File: config.mk
export PLATFORM = sky130hd
export DESIGN_NAME = ara_perf_monitor
export DESIGN_NICKNAME = d
export VERILOG_FILES = /design/src/rtl/ara_perf_pkg.sv /design/src/rtl/ara_perf_counter.sv /design/src/rtl/ara_perf_monitor.sv
export SDC_FILE = /design/constraint.sdc
export NUM_CORES = 1
export LEC_CHECK = 0
export ABC_CLOCK_PERIOD_IN_PS = 3300
export BUFFER_PORTS_ARGS = -buffer_cell sky130_fd_sc_hd__buf_2
export CAP_MARGIN = 10
export CELL_PAD_IN_SITES_DETAIL_PLACEMENT = 1
export CELL_PAD_IN_SITES_GLOBAL_PLACEMENT = 2
export CORE_MARGIN = 2
export CORE_UTILIZATION = 27
export DETAILED_ROUTE_END_ITERATION = 7
export PLACE_DENSITY = 0.56
export SLEW_MARGIN = 10
export SYNTH_ARGS = -nofsm -noshare
export SYNTH_HDL_FRONTEND = slang
export SYNTH_SLANG_ARGS = --single-unit
File: constraint.sdc
create_clock -name clk_i -period 3.3 [get_ports clk_i]
set_clock_uncertainty 0.1 [all_clocks]
set_input_delay 0.165 -clock clk_i [delete_from_list [all_inputs] [get_ports clk_i]]
set_output_delay 0.165 -clock clk_i [all_outputs]
set_load 0.03 [all_outputs]
File: src/rtl/ara_perf_pkg.sv
// Shared types and constants for the Ara vector performance monitor.
package ara_perf_pkg;

  typedef enum logic [1:0] {
    IDLE  = 2'd0,
    RUN   = 2'd1,
    DRAIN = 2'd2
  } perf_state_e;

  localparam int unsigned RuntimeIdx   = 0;
  localparam int unsigned StateWidth   = 2;
  localparam int unsigned SnapCntWidth = 16;

endpackage

File: src/rtl/ara_perf_counter.sv
// Single performance counter with synchronous clear, sticky overflow and
// selectable saturate/wrap behaviour at all-ones.
module ara_perf_counter #(
  parameter int unsigned CntWidth = 64,
  parameter bit          Saturate = 1'b0
) (
  input  logic                clk_i,
  input  logic                rst_ni,
  input  logic                en_i,
  input  logic                clear_i,
  output logic [CntWidth-1:0] cnt_o,
  output logic                ovf_o
);

  logic at_max;

  // All-ones detect decides between increment and overflow handling
  assign at_max = &cnt_o;

  // Counter and sticky overflow; clear wins over a simultaneous increment
  always_ff @(posedge clk_i or negedge rst_ni) begin
    if (!rst_ni) begin
      cnt_o <= '0;
      ovf_o <= 1'b0;
    end else if (clear_i) begin
      cnt_o <= '0;
      ovf_o <= 1'b0;
    end else if (en_i) begin
      if (at_max) begin
        ovf_o <= 1'b1;
        cnt_o <= Saturate ? cnt_o : '0;
      end else begin
        cnt_o <= cnt_o + CntWidth'(1);
      end
    end
  end

endmodule

File: src/rtl/ara_perf_monitor.sv
// Vector performance monitor: runtime plus NrEvents event counters over a
// software-gated window, frozen into snapshot buffers when Ara goes idle
// after the last dispatched vector instruction.
module ara_perf_monitor
  import ara_perf_pkg::*;
#(
  parameter int unsigned NrEvents = 3,
  parameter int unsigned CntWidth = 64,
  parameter bit          Saturate = 1'b0,
  parameter int unsigned IdxWidth = $clog2(NrEvents + 1)
) (
  input  logic                    clk_i,
  input  logic                    rst_ni,
  input  logic                    cnt_en_i,
  input  logic                    vinsn_valid_i,
  input  logic                    ara_idle_i,
  input  logic [NrEvents-1:0]     event_i,
  input  logic                    clear_i,
  input  logic [IdxWidth-1:0]     rd_idx_i,
  output logic [CntWidth-1:0]     rd_data_o,
  output logic                    snapshot_valid_o,
  output logic [SnapCntWidth-1:0] snapshot_cnt_o,
  output logic [NrEvents:0]       overflow_o,
  output logic [StateWidth-1:0]   state_o
);

  localparam int unsigned NrCnt = NrEvents + 1;

  perf_state_e         state_q, state_d;
  logic                running;
  logic                snap_take;
  logic                pending_q;
  logic [NrCnt-1:0]    cnt_inc;
  logic [NrCnt-1:0]    ovf;
  logic [CntWidth-1:0] cnt    [NrCnt];
  logic [CntWidth-1:0] snap_q [NrCnt];

  // FSM state register
  always_ff @(posedge clk_i or negedge rst_ni) begin
    if (!rst_ni) state_q <= IDLE;
    else         state_q <= state_d;
  end

  // FSM next-state: window opens on a gated dispatch, drains until Ara idles
  always_comb begin
    state_d = state_q;
    case (state_q)
      IDLE:    if (vinsn_valid_i && cnt_en_i) state_d = RUN;
      RUN:     if (!cnt_en_i) state_d = ara_idle_i ? IDLE : DRAIN;
      DRAIN: begin
        if (cnt_en_i)        state_d = RUN;
        else if (ara_idle_i) state_d = IDLE;
      end
      default: state_d = IDLE;
    endcase
  end

  // FSM outputs: per-counter increment enables and snapshot trigger
  always_comb begin
    running   = 1'b0;
    cnt_inc   = '0;
    snap_take = 1'b0;
    running             = (state_q != IDLE);
    cnt_inc[RuntimeIdx] = running;
    for (int k = 0; k < int'(NrEvents); k++) begin
      cnt_inc[k+1] = running & event_i[k];
    end
    snap_take = pending_q & ara_idle_i & ~vinsn_valid_i;
  end

  // Live counters: index 0 is runtime, index k is event channel k-1
  for (genvar i = 0; i < int'(NrCnt); i++) begin : g_cnt
    ara_perf_counter #(
      .CntWidth (CntWidth),
      .Saturate (Saturate)
    ) u_cnt (
      .clk_i   (clk_i),
      .rst_ni  (rst_ni),
      .en_i    (cnt_inc[i]),
      .clear_i (clear_i),
      .cnt_o   (cnt[i]),
      .ovf_o   (ovf[i])
    );
  end

  // Pending flag: armed by a dispatch, consumed by the snapshot
  always_ff @(posedge clk_i or negedge rst_ni) begin
    if (!rst_ni)                         pending_q <= 1'b0;
    else if (!pending_q && vinsn_valid_i) pending_q <= 1'b1;
    else if (snap_take)                  pending_q <= 1'b0;
  end

  // Snapshot buffers capture pre-increment, pre-clear live values
  always_ff @(posedge clk_i or negedge rst_ni) begin
    if (!rst_ni) begin
      for (int i = 0; i < int'(NrCnt); i++) snap_q[i] <= '0;
      snapshot_valid_o <= 1'b0;
      snapshot_cnt_o   <= '0;
    end else begin
      snapshot_valid_o <= snap_take;
      if (snap_take) begin
        for (int i = 0; i < int'(NrCnt); i++) snap_q[i] <= cnt[i];
        snapshot_cnt_o <= snapshot_cnt_o + SnapCntWidth'(1);
      end
    end
  end

  // Registered read port; out-of-range indices return zero
  always_ff @(posedge clk_i or negedge rst_ni) begin
    if (!rst_ni)                       rd_data_o <= '0;
    else if (32'(rd_idx_i) < NrCnt)    rd_data_o <= snap_q[rd_idx_i];
    else                               rd_data_o <= '0;
  end

  assign overflow_o = ovf;
  assign state_o    = StateWidth'(state_q);

endmodule

[Word-level counts from Yosys, hierarchy flattened]
Cells that the tools add are included.
Word-level totals
  flip-flop bits (word level): 600
  input port bits: 11
  word-level logic and storage cells: 93
Operators by class
  add/sub/neg operators: 5
  magnitude comparators: 1
  equality and inequality tests: 5
  muxes and demuxes: 35
  bitwise operators: 7
  reduce and logical (&&, ||, !) cells: 23
Operators by type and width (number)
  $mux W64: 14
  $add A64 B1 Y64 const B: 4
  $reduce_and A64 Y1: 4
  $bmux W64 S2: 1
  $reduce_bool A2 Y1: 10
  $add A16 B1 Y16 const B: 1
  $mux W1: 14
  $mux W2: 5
  $reduce_and A2 Y1: 4
  $pmux W2 S3: 1
  $and A1 B1 Y1: 5
  $ne A2 B2 Y1 const B: 2
  $ge A3 B3 Y1 const B: 1
  $ne A3 B3 Y1 const B: 1
  $not A2 Y3: 1
  $reduce_and A3 Y1: 1
  $eq A2 B1 Y1 const B: 1
  $eq A2 B2 Y1 const B: 1
  $logic_and A1 B1 Y1: 2
  $logic_not A2 Y1: 1
  $logic_not A1 Y1: 1
  $not A1 Y1: 1

[Longest topological paths before layout]
  depth in word-level cells: 4
  gate-level depth with buffers: 10
  depth with buffers taken out: 7

[Cells and area by module]
A second synthesis with hierarchy kept.
Second synthesis, totals
  cell total of the unflattened synthesis: 2832
  area, all modules: 27795.4 um^2
Modules (own cells, without submodules)
  ara_perf_counter: instances 4, cells an instance 383, area each 3538.4 um^2, sequential area each 1626.6 um^2
  ara_perf_monitor: instances 1, cells an instance 1300, area each 13641.8 um^2, sequential area each 8508.2 um^2

[Worst setup path after synthesis]
No wires, ideal clock.
  path type: register -> register
  start point: register state_q[0] (netlist: state_o[0])
  end point: register g_cnt[3].u_cnt.cnt_o[55]
  arrival: 2214 ps
  data required time: 3081 ps
  slack: 867 ps
  cell stages (with the launch flop): 8
  buffers on the path: 1
  period minus slack after synthesis: 2433 ps
  path through: dfrtp_1 > buf_2 > o21ai_1 > a2111oi_4 > nand4_2 > nor4_1 > xnor2_1 > nor2_1
Between the ends
  word-level cells in the longest chain between the ends: 3
Ends and longest elaborated chain
  start: declaration: RTL line ara_perf_monitor.sv:29  | perf_state_e state_q, state_d;
  start signal: assignment: RTL line ara_perf_monitor.sv:41  | else state_q <= state_d;
  $reduce_bool A2 Y1: RTL line ara_perf_monitor.sv:63  | running = (state_q != IDLE);
  $and A1 B1 Y1: RTL line ara_perf_monitor.sv:66  | cnt_inc[k+1] = running & event_i[k];
  $reduce_bool A2 Y1 (no source line)
  end signal: assignment: RTL line ara_perf_counter.sv:31  | cnt_o <= Saturate ? cnt_o : '0;
  end signal: assignment: RTL line ara_perf_counter.sv:33  | cnt_o <= cnt_o + CntWidth'(1);
  end: declaration: RTL line ara_perf_counter.sv:11  | output logic [CntWidth-1:0] cnt_o,
Every way passes these cells.
A chain may end at the register's enable or synchronous reset.

[Worst setup path in the final report]
  start point: register g_cnt[0].u_cnt.cnt_o[0]
  end point: register g_cnt[0].u_cnt.cnt_o[53]
Between the ends
  word-level cells in the longest chain between the ends: 4
  elaborated cells on any way between the ends: 5
  classes of those cells: add/sub (1); mux (3); reduce/logical (1)
Ends and longest elaborated chain
  start: declaration: RTL line ara_perf_counter.sv:11
  start signal: assignment: RTL line ara_perf_counter.sv:31
  start signal: assignment: RTL line ara_perf_counter.sv:33
  $add A64 B1 Y64 or $reduce_and A64 Y1 (tied branches): RTL line ara_perf_counter.sv:33, ara_perf_counter.sv:18
  $mux W64 (*): RTL line ara_perf_counter.sv:29  | if (at_max) begin
  $mux W64 (*): RTL line ara_perf_counter.sv:28  | end else if (en_i) begin
  $mux W64 (*): RTL line ara_perf_counter.sv:25  | end else if (clear_i) begin
Mark *: on every way between the ends. The rest lies on a longest branch, timed or not. The select of a mux whose other input is x is not followed.

==> results_dict.tcl <==
set metrics [dict create \
    timing.hold.ws_ps -13.4 \
    port_buffers 97 \
    pwr_density_cell_nw_per_um2 532 \
    max-cap-violations 0 \
    post-synth-top-count-cell "nand2_1" \
    switching_power_mw 4.11 \
    grt_pass1_vias 21891 \
    post-route-min-period_ps 2860 \
    coreArea_um2 99900 \
    clk_root_buffer_cell "clkbuf_16" \
    io-pin-count 98 \
    topRoutingLayerUsed "met4" \
    power_share_of_the_clock_group 0.510 \
    clock_network_latency_to_the_later_pin_of_the_worst_skew_pair_ps 640 \
    synth_async_sr_flop_share 1.00 \
    cts_max_path_buffers 3 \
    synth-xor-area-share 0.0761 \
    drt-vias-per-instance 4.78 \
    syn_to_final_growth_pct 18.4 \
    drt_drc_violations_left 0 \
    die_width_um 321 \
    fmax_mhz 350 \
    muxShareOfSynthArea 0.0542 \
    synth-adder-area-share 0.00230 \
    route.met3.wl_um 3030 \
    grt_pass1_wl_um 144000 \
    crit_required_ps 3710 \
    starting_density_of_the_core 0.272 \
    max_slew_margin 0.452 \
    setup.worst_path.start_class "flop" \
    run_status "finished with violations" \
    rsz_0062_raised_after_global_routing "no" \
    sequential_share_of_the_synthesized_area 0.553 \
    final_layout_size_suffix_gt1_frac 0.132 \
    wirelength_per_cell_um 21.7 \
    combPwrFrac 0.050 \
    synth-main-ff-cell "dfrtp_1" \
    power.ir.vdd_worst_v 0.000312 \
    cts_repair_resize_count 0 \
    globalplace.congestion 0.811 \
    hold_path_class "in -> async" \
    drt_first_iter_violations 1326 \
    placed_cell_area_um2 29500 \
    leakage_nw 15.0 \
    cts.clk_slew.worst_paths_ps 60 \
    initial_antenna_violation_count 8 \
    grt_max_degree 124 \
    cts.htree.levels 3 \
    drt.antenna.violating_nets 0 \
    grt_overflow_total 0 \
    finalWirelength_um 93200 \
    failed_checks "negative hold slack" \
    finish.instance_area_um2 32200 \
    synth.top_cell.area_share 0.553 \
    via_count 20467 \
    synth_top_cells_by_area "dfrtp_1, nand2_1, mux4_2" \
    placementRows 116 \
    synth_top_family_by_area "simple AND/OR/NAND/NOR gates" \
    place.detailed.hpwl_um 67000 \
    critical_path_arrival_ps 3260 \
    syn_avg_cell_area_um2 9.70 \
    drt-pass1-iter-count 5 \
    postCtsSetupBuffers 0 \
    yosys.area_share.simple 0.260 \
    synthesis.nets 2816 \
    synth_compound_area_frac 0.0265 \
    synth.largest_area_cell "dfrtp_1" \
    synth_enable_flop_cells 0 \
    tritoncts "built" \
    yosys_warnings 0 \
    seqPwrFrac 0.440 \
    critical_path_startpoint "g_cnt[0].u_cnt.cnt_o[0]$_DFFE_PN0P_" \
    setup_viol 0 \
    drv_slew 0 \
    yosys_register_bits 600 \
    reg2reg_from "g_cnt[0].u_cnt.cnt_o[0]$_DFFE_PN0P_" \
    die_area_um2 103000 \
    numCtsBuffers 74 \
    critPathMaxFanout 38 \
    globalRouteTotalUtil 0.184 \
    critical_path.endpoint_type "flop" \
    syn_area_um2 27200 \
    die_height_um 321 \
    power.share.switching 0.240 \
    p_int_mw 13.0 \
    numClockSinks 600 \
    final_hold_viol_count 15 \
    finish.net_count 2945 \
    detail_route.wirelength.met1_um 47800 \
    min_period_over_period 0.866 \
    netlist_top_cells_count "nand2_1, dfrtp_1, nor2_1, xnor2_1, nand3_1" \
    totalNegativeSetupSlack_ps 0 \
    worst-setup-path-type "reg -> reg" \
    yosys.cell_types.count 65 \
    worst_pin_slew_ps 818 \
    wl_met2_um 40900 \
    syn-instance-count 2800 \
]
## logic make-up (layout without fill, tap and decap cells)
kind of cell | count (synthesis) | count (layout)
simple gates | 1613 | 1613
flops | 600 | 600
xor+xnor | 236 | 236
buf+inv | 168 | 354
compound gates | 111 | 111
mux | 67 | 67
fa+ha+maj | 5 | 5
other cells | 0 | 2
## placed cells by master, fill, tap and decap left out, types with 3 or more instances in the layout
cell | netlist | final
nand2_1 | 872 | 872
dfrtp_1 | 600 | 600
nor2_1 | 319 | 319
xnor2_1 | 146 | 146
nand3_1 | 125 | 125
buf_2 | 18 | 94
xor2_1 | 90 | 90
clkbuf_16 | 0 | 75
nand4_1 | 74 | 74
buf_4 | 12 | 71
mux4_2 | 64 | 64
nor3_1 | 60 | 59
o21ai_0 | 51 | 50
nor4_1 | 41 | 41
and3_1 | 41 | 41
inv_1 | 31 | 31
and4_1 | 23 | 23
clkbuf_8 | 0 | 21
clkbuf_1 | 82 | 16
buf_12 | 0 | 14
a21oi_1 | 13 | 12
and2_1 | 9 | 9
bufinv_16 | 0 | 9
dlygate4sd3_1 | 0 | 9
or3_1 | 8 | 8
o21a_1 | 6 | 6
o31ai_1 | 6 | 6
or4_1 | 6 | 6
nor4_2 | 5 | 5
a31oi_1 | 5 | 5
ha_1 | 5 | 5
clkinv_2 | 0 | 5
a21o_1 | 4 | 4
or2_2 | 4 | 4
a22o_1 | 4 | 4
inv_6 | 0 | 4
o211ai_1 | 3 | 3
a41oi_1 | 3 | 3
nor2_2 | 5 | 3
## final timing paths
kind                                                   endpoint  slack, ps  cells past startpoint
min reg2reg                      snapshot_cnt_o[15]$_DFFE_PN0P_        360                      1
min in group clk_i                      rd_data_o[50]$_DFF_PN0_        100                      2
max in group asynchronous               rd_data_o[59]$_DFF_PN0_       2040                      3
min                         g_cnt[2].u_cnt.cnt_o[8]$_DFFE_PN0P_        -10                      2
max reg2reg                g_cnt[0].u_cnt.cnt_o[53]$_DFFE_PN0P_        440                      8
max                        g_cnt[0].u_cnt.cnt_o[53]$_DFFE_PN0P_        440                      8
## timing repair
item                                    in CTS  in global routing
hold endpoints to repair                   249                  0
endpoints found under the setup margin       0                  0
hold buffers                                 9                  0
## layout make-up
class / instances / area, um2
well taps: 1298 / 1620
fillers: 11333 / 67700
diodes: 2 / 5.00
multi-input cells: 2032 / 11400
flip-flops and latches: 600 / 15000
clock inverters: 21 / 372
repair buffers: 189 / 1390
clock buffers: 112 / 2230
inverters: 32 / 128
## routing by layer
| layer | vias up | global-route usage |
|---|---|---|
| li1 | 9568 | - |
| met1 | 10558 | 0.281 |
| met2 | 256 | 0.275 |
| met3 | 85 | 0.0252 |
| met4 | 0 | 0.0388 |
| met5 | - | 0 |
## power by group through the flow
stage / Combinational (mW) / Sequential, mW / Clock, mW
5_1_grt: 0.955 / 7.55 / 9.31
4_1_cts: 0.897 / 7.54 / 9.02
6_report: 0.859 / 7.54 / 8.74
2_1_floorplan: 0.367 / 7.71 / 0
3_3_place_gp: 0.871 / 7.66 / 0
3_5_place_dp: 0.885 / 7.67 / 0
## critical path, cell delays in order, from the launching register on
cell,delay [ps]
dfrtp_1,410
ha_1,270
and3_1,200
and4_1,430
nand3_1,190
o21a_1,370
nor2_4,380
buf_12,270
nor2_1,80
## through the flow
stage	cells	hold WS (ps)	total power [mW]	setup slack, ps	utilization
finish	4286	-13.4	17.1	443	0.322
global route	4284	37.4	17.8	217	0.322
CTS	4284	22.8	17.4	383	0.322
detailed placement	4142	93.4	8.56	381	0.295
global placement	4142	93.4	8.54	456	0.295
floorplan	2800	-231	8.08	867	-
## flip-flops by register name (all words and copies together), names as in the netlist
signal             cells
g_cnt.u_cnt.cnt_o    256
snap_q               256
rd_data_o             64
snapshot_cnt_o        16
g_cnt.u_cnt.ovf_o      4
state_o                2
pending_q              1
snapshot_valid_o       1
No activity file was read; power rests on OpenSTA's default activity.
